==> src/rtl/branch_redirect_buffer.sv <==
// Branch redirect buffer: keeps the oldest outstanding mispredict redirect
// and offers it to the frontend over a valid/ready handshake. After a redirect
// fires, younger mispredicts are squashed until the backend flush completes.
module branch_redirect_buffer #(
    parameter int ROB_WIDTH  = 5,
    parameter int FSQ_WIDTH  = 4,
    parameter int VADDR_SIZE = 32
) (
    input  logic                  clk,
    input  logic                  rst,
    input  logic                  in_en,
    input  logic [ROB_WIDTH:0]    in_rob_idx,
    input  logic [FSQ_WIDTH-1:0]  in_fsq_idx,
    input  logic [VADDR_SIZE-1:0] in_target,
    input  logic                  in_taken,
    input  logic [1:0]            in_br_type,
    input  logic [1:0]            in_ras_type,
    input  logic                  rob_flush,
    input  logic                  flush_done,
    output logic                  out_valid,
    input  logic                  out_ready,
    output logic [ROB_WIDTH:0]    out_rob_idx,
    output logic [FSQ_WIDTH-1:0]  out_fsq_idx,
    output logic [VADDR_SIZE-1:0] out_target,
    output logic                  out_taken,
    output logic [1:0]            out_br_type,
    output logic [1:0]            out_ras_type,
    output logic                  busy,
    output logic [31:0]           redirect_cnt
);

    typedef enum logic [1:0] {
        ST_IDLE = 2'd0,
        ST_PEND = 2'd1,
        ST_WAIT = 2'd2
    } state_e;

    state_e                  state_q, state_d;
    logic                    valid_q, busy_q;
    logic                    load_s, fire_s;
    logic [ROB_WIDTH:0]      last_q, last_d;
    logic [ROB_WIDTH:0]      rob_q;
    logic [FSQ_WIDTH-1:0]    fsq_q;
    logic [VADDR_SIZE-1:0]   target_q;
    logic                    taken_q;
    logic [1:0]              br_type_q, ras_type_q;
    logic [31:0]             cnt_q;

    // ROB age compare with wrap flag: same flag compares index directly,
    // differing flags mean the larger index was allocated before the wrap.
    function automatic logic is_older(input logic [ROB_WIDTH:0] a,
                                      input logic [ROB_WIDTH:0] b);
        logic older;
        if (a[ROB_WIDTH] == b[ROB_WIDTH]) begin
            older = (a[ROB_WIDTH-1:0] < b[ROB_WIDTH-1:0]);
        end else begin
            older = (a[ROB_WIDTH-1:0] > b[ROB_WIDTH-1:0]);
        end
        return older;
    endfunction

    // valid_q is high exactly while in PEND, so this is the handshake.
    assign fire_s = valid_q & out_ready;

    // Next-state, payload-load and last-fired-id selection.
    always_comb begin
        state_d = state_q;
        load_s  = 1'b0;
        if (fire_s) begin
            last_d = rob_q;
        end else begin
            last_d = last_q;
        end
        if (rob_flush) begin
            state_d = ST_IDLE;
        end else begin
            case (state_q)
                ST_IDLE: begin
                    if (in_en) begin
                        load_s  = 1'b1;
                        state_d = ST_PEND;
                    end else begin
                        state_d = ST_IDLE;
                    end
                end
                ST_PEND: begin
                    if (in_en && is_older(in_rob_idx, rob_q)) begin
                        load_s  = 1'b1;
                        state_d = ST_PEND;
                    end else if (fire_s) begin
                        state_d = ST_WAIT;
                    end else begin
                        state_d = ST_PEND;
                    end
                end
                ST_WAIT: begin
                    if (flush_done) begin
                        if (in_en) begin
                            load_s  = 1'b1;
                            state_d = ST_PEND;
                        end else begin
                            state_d = ST_IDLE;
                        end
                    end else if (in_en && is_older(in_rob_idx, last_q)) begin
                        load_s  = 1'b1;
                        state_d = ST_PEND;
                    end else begin
                        state_d = ST_WAIT;
                    end
                end
                default: begin
                    state_d = ST_IDLE;
                end
            endcase
        end
    end

    // Control flops; valid/busy are registered so no output has a comb path.
    always_ff @(posedge clk or negedge rst) begin
        if (!rst) begin
            state_q <= ST_IDLE;
            valid_q <= 1'b0;
            busy_q  <= 1'b0;
            last_q  <= '0;
        end else begin
            state_q <= state_d;
            valid_q <= (state_d == ST_PEND);
            busy_q  <= (state_d != ST_IDLE);
            last_q  <= last_d;
        end
    end

    // Payload register, loaded as a whole on an accepted redirect.
    always_ff @(posedge clk or negedge rst) begin
        if (!rst) begin
            rob_q      <= '0;
            fsq_q      <= '0;
            target_q   <= '0;
            taken_q    <= 1'b0;
            br_type_q  <= 2'b00;
            ras_type_q <= 2'b00;
        end else if (load_s) begin
            rob_q      <= in_rob_idx;
            fsq_q      <= in_fsq_idx;
            target_q   <= in_target;
            taken_q    <= in_taken;
            br_type_q  <= in_br_type;
            ras_type_q <= in_ras_type;
        end else begin
            rob_q      <= rob_q;
            fsq_q      <= fsq_q;
            target_q   <= target_q;
            taken_q    <= taken_q;
            br_type_q  <= br_type_q;
            ras_type_q <= ras_type_q;
        end
    end

    // Saturating count of fired redirects (a fire alongside rob_flush counts).
    always_ff @(posedge clk or negedge rst) begin
        if (!rst) begin
            cnt_q <= 32'd0;
        end else if (fire_s && (cnt_q != 32'hFFFF_FFFF)) begin
            cnt_q <= cnt_q + 32'd1;
        end else begin
            cnt_q <= cnt_q;
        end
    end

    assign out_valid    = valid_q;
    assign busy         = busy_q;
    assign out_rob_idx  = rob_q;
    assign out_fsq_idx  = fsq_q;
    assign out_target   = target_q;
    assign out_taken    = taken_q;
    assign out_br_type  = br_type_q;
    assign out_ras_type = ras_type_q;
    assign redirect_cnt = cnt_q;

endmodule

==> config.mk <==
export PLATFORM = sky130hd
export DESIGN_NAME = branch_redirect_buffer
export DESIGN_NICKNAME = d
export VERILOG_FILES = /design/src/rtl/branch_redirect_buffer.sv
export SDC_FILE = /design/constraint.sdc
export NUM_CORES = 1
export LEC_CHECK = 0
export BUFFER_PORTS_ARGS = -buffer_cell sky130_fd_sc_hd__buf_2
export CAP_MARGIN = 20
export CORE_ASPECT_RATIO = 1.1
export CORE_MARGIN = 8
export CORE_UTILIZATION = 45
export CTS_BUF_LIST = sky130_fd_sc_hd__clkbuf_4
export DETAILED_ROUTE_END_ITERATION = 10
export GPL_ROUTABILITY_DRIVEN = 0
export PLACE_DENSITY = 0.7
export SLEW_MARGIN = 20
export SYNTH_ARGS = -nofsm -noshare
export SYNTH_HDL_FRONTEND = slang
export SYNTH_SLANG_ARGS = --single-unit
==> constraint.sdc <==
create_clock -name clk -period 2.9 [get_ports clk]
set_input_delay 0.29 -clock clk [delete_from_list [all_inputs] [get_ports clk]]
set_output_delay 0.29 -clock clk [all_outputs]
set_load 0.005 [all_outputs]
==> results by group <==
Die
  • Initial Util: 45.45%
  • Row Count: 37
  • Die Y: 116.9 microns
  • I/O pin cnt: 134
  • Die footprint: 12,600 sq um
  • Core area: 9166 sq um
  • Die X: around 110 microns

Final layout
  • Commonest non-fill, non-tap cell in the layout: buf_2
  • Commonest cells after routing, fill and taps aside: buf_2, dfrtp_1, mux2_4
  • FF/Latch Area: between 2000 and 2500 sq um
  • Area growth syn-to-layout: 21.05%
  • Nets@finish: a little over 500
  • Fill cells: 839
  • Multi-input logic area: 1819 sq um
  • Layout cell share with drive strength beyond 1: 46.26%
  • Layout Utilization: 55.02%

Setup path
  • Setup crit end kind: flop
  • Slowest-stage cell, CP: dfrtp_1
  • Crit path launch type: flop
  • Slowest cell delay on critical path: 390 ps
  • CP Class: flop to flop
  • Internal reg-to-reg setup slack: 380 ps
  • Peak fanout along the critical path: 47
  • Req. time, crit path: ~3200 ps
  • CP arrival: 2820 ps
  • Worst path cell trace: inv_1, ha_1, a21oi_1, o21ai_2, xor2_1, a211o_1, nand4_1, buf_12, mux2_2

Logic synthesis
  • Adder-cell share of the synthesized area: 3.303%
  • Synth Instances: 310
  • Mux share of post-synthesis cell area: between 10% and 20%
  • Register area share after synthesis: 53.45%
  • Netlist cell types: 48
  • Cell taking the most area after synthesis: dfrtp_1
  • Avg Cell Area, Syn: about 13 sq um
  • #FFs+latches synth: 89
  • Xor/xnor share of the synthesized area: under 10%
  • Share of Yosys cell area claimed by the top area cell type: 53.45%
  • Fraction of the mapped netlist area in simple logic gates: 12.13%
  • Asr flop ratio synth: 100.0%
  • Post-synthesis compound-gate area fraction: 4.685%
  • Synth area leaders: dfrtp_1, mux2_4, xnor2_1
  • Netlist Area Pre-Place: 4166 sq um
  • Syn Nets: roughly 370
  • Post-synth EDFFs: 0
  • Yosys Warn Count: 0
  • Synth Flop Type: dfrtp_1
  • Main combinational cell family by area after synthesis: multiplexers

Pwr
  • Lkg Pwr: 2.567 nW
  • Peak supply drop: ~0.32 mV
  • Total chip power: 3.363 mW
  • Power per cell area: between 600 and 700 nW/um^2

Global routing
  • GR Overflow Total: 0
  • First-pass GRT wire length: approximately 15,000 microns
  • Tot GR Track Use: 14.60%
  • Vias in the first global route: 3,010
  • Initial antenna violation count: 0
  • Largest net degree at the start of global routing: 55

Clocking
  • CTS sink count: 89
  • CTS tree: yes
  • Post-CTS Setup Inserts: 0
  • Hold-fix buffers at CTS: 1
  • Worst-path clk slew: 120 ps
  • Clock Tree Buf Depth: 2
  • Cts repair resizes: 0
  • H-tree depth: 3
  • Worst-Skew Late Latency: 410 ps
  • Num CTS Buffers: 9
  • Clock Tree Root: clkbuf_4

Route
  • # DRC: 0
  • Max Used Layer: met4
  • DRT met1 WL: 3901 microns
  • Post-Route WL: approximately 9000 microns
  • WL met3: 703 microns
  • DRT antenna net count: 0
  • DR WL/cell: 15.72 microns
  • Initial DRC Count: 77
  • Vias: 2,860
  • Met2 WL: 4285 microns
  • Via density: about 5.0
  • First drt pass iteration count: 4

STA
  • Final Setup Violations: 0
  • Final setup skew: between 15 and 20 ps
  • Final number of max-transition violations: 0
  • Slew @ Worst Pin: 677.2 ps
  • FMAX: 0.3963 GHz
  • Sum Neg Setup Slack: 0 ps
  • Min Tclk post-route: 2523 ps
  • Fin. Hold Viols: 0
  • Hold Slack: 48.18 ps
  • Unrepaired setup endpoints after global routing: no
  • Tcrit/Tclk final: just under 90%
  • Slew HR: between 50% and 60%

Job
  • Max-cap check violation count: 0

Place
  • Port Buffer Count: between 100 and 150
  • DPL Wire Length: about 7000 microns

Hold path
  • Hold crit path type: primary input to flop

Run status
  • Status: finished, final reports clean
## power by group
part | internal, mW | total (mW) | switching [mW]
clock network | 0.178 | 0.543 | 0.364
registers | 1.54 | 1.74 | 0.202
logic | 0.626 | 1.08 | 0.454
total | 2.34 | 3.36 | 1.02
## registers in the layout (all words and copies together) (netlist names)
register / cells
out_ras_type: 2
out_taken: 1
state_q: 2
out_br_type: 2
last_q: 6
out_fsq_idx: 4
out_rob_idx: 6
out_target: 32
redirect_cnt: 32
busy: 1
out_valid: 1
## cell families after synthesis
family          after synthesis
simple gates                 83
fa+ha+maj                    11
compound gates               27
xor+xnor                     34
mux                          50
buf+inv                      16
flops                        89
## path summary, 6_finish.rpt
path	startpoint	to	cells after the start
setup / recovery	out_rob_idx[4]	out_target[2]	9
hold / removal	rob_flush	state_q[1]	2
setup reg to reg	out_rob_idx[4]	out_target[2]	9
hold reg to reg	last_q[4]	last_q[4]	2
max in group asynchronous	rst	out_target[18]	3
min in group asynchronous	rst	redirect_cnt[27]	2
## metrics by stage
stage,setup slack (ps),area (sq um),cells
finish,376.6,5044,572
global route,249.7,5041,571
CTS,375.2,5041,571
detailed placement,401.7,4941,558
global placement,465.0,4941,558
floorplan,638.9,4167,310
## critical path: cells and delay by family, from the launching register on
| kind | cells | cell delay, ps |
|---|---|---|
| AO/OA/AOI/OAI | 3 | 630 |
| XOR/XNOR | 1 | 150 |
| adder cells (fa/ha/maj) | 1 | 310 |
| buffers and inverters | 2 | 370 |
| flip-flops | 1 | 390 |
| multiplexers | 1 | 380 |
| AND/OR/NAND/NOR | 1 | 140 |
## Yosys cell counts, types with 4 or more instances
cell and count:
a21oi_1 8, and3_1 5, and4_1 4, dfrtp_1 89, ha_1 11, inv_1 10
mux2_2 20, mux2_4 30, nand2_1 25, nand3_1 13, nand4_1 11, nor2_1 5
o21ai_0 6, xnor2_1 26, xor2_1 7
## metal layers
layer	GRT usage [%]	vias to the layer above
met5	0	-
met4	5.278	0
met3	4.984	8
met2	23.72	84
met1	17.64	1386
li1	-	1382
## final cells by class
class                      instances  share of cell area, %
antenna                            1                0.04962
clock buffer                      11                  1.637
clock inverter                     1                 0.1488
inverter                          10                 0.7442
multi-input combinational        205                  36.07
sequential                        89                  44.16
tap                              117                  2.902
timing repair buffer             138                  14.29
(Power assumes the default switching activity.)
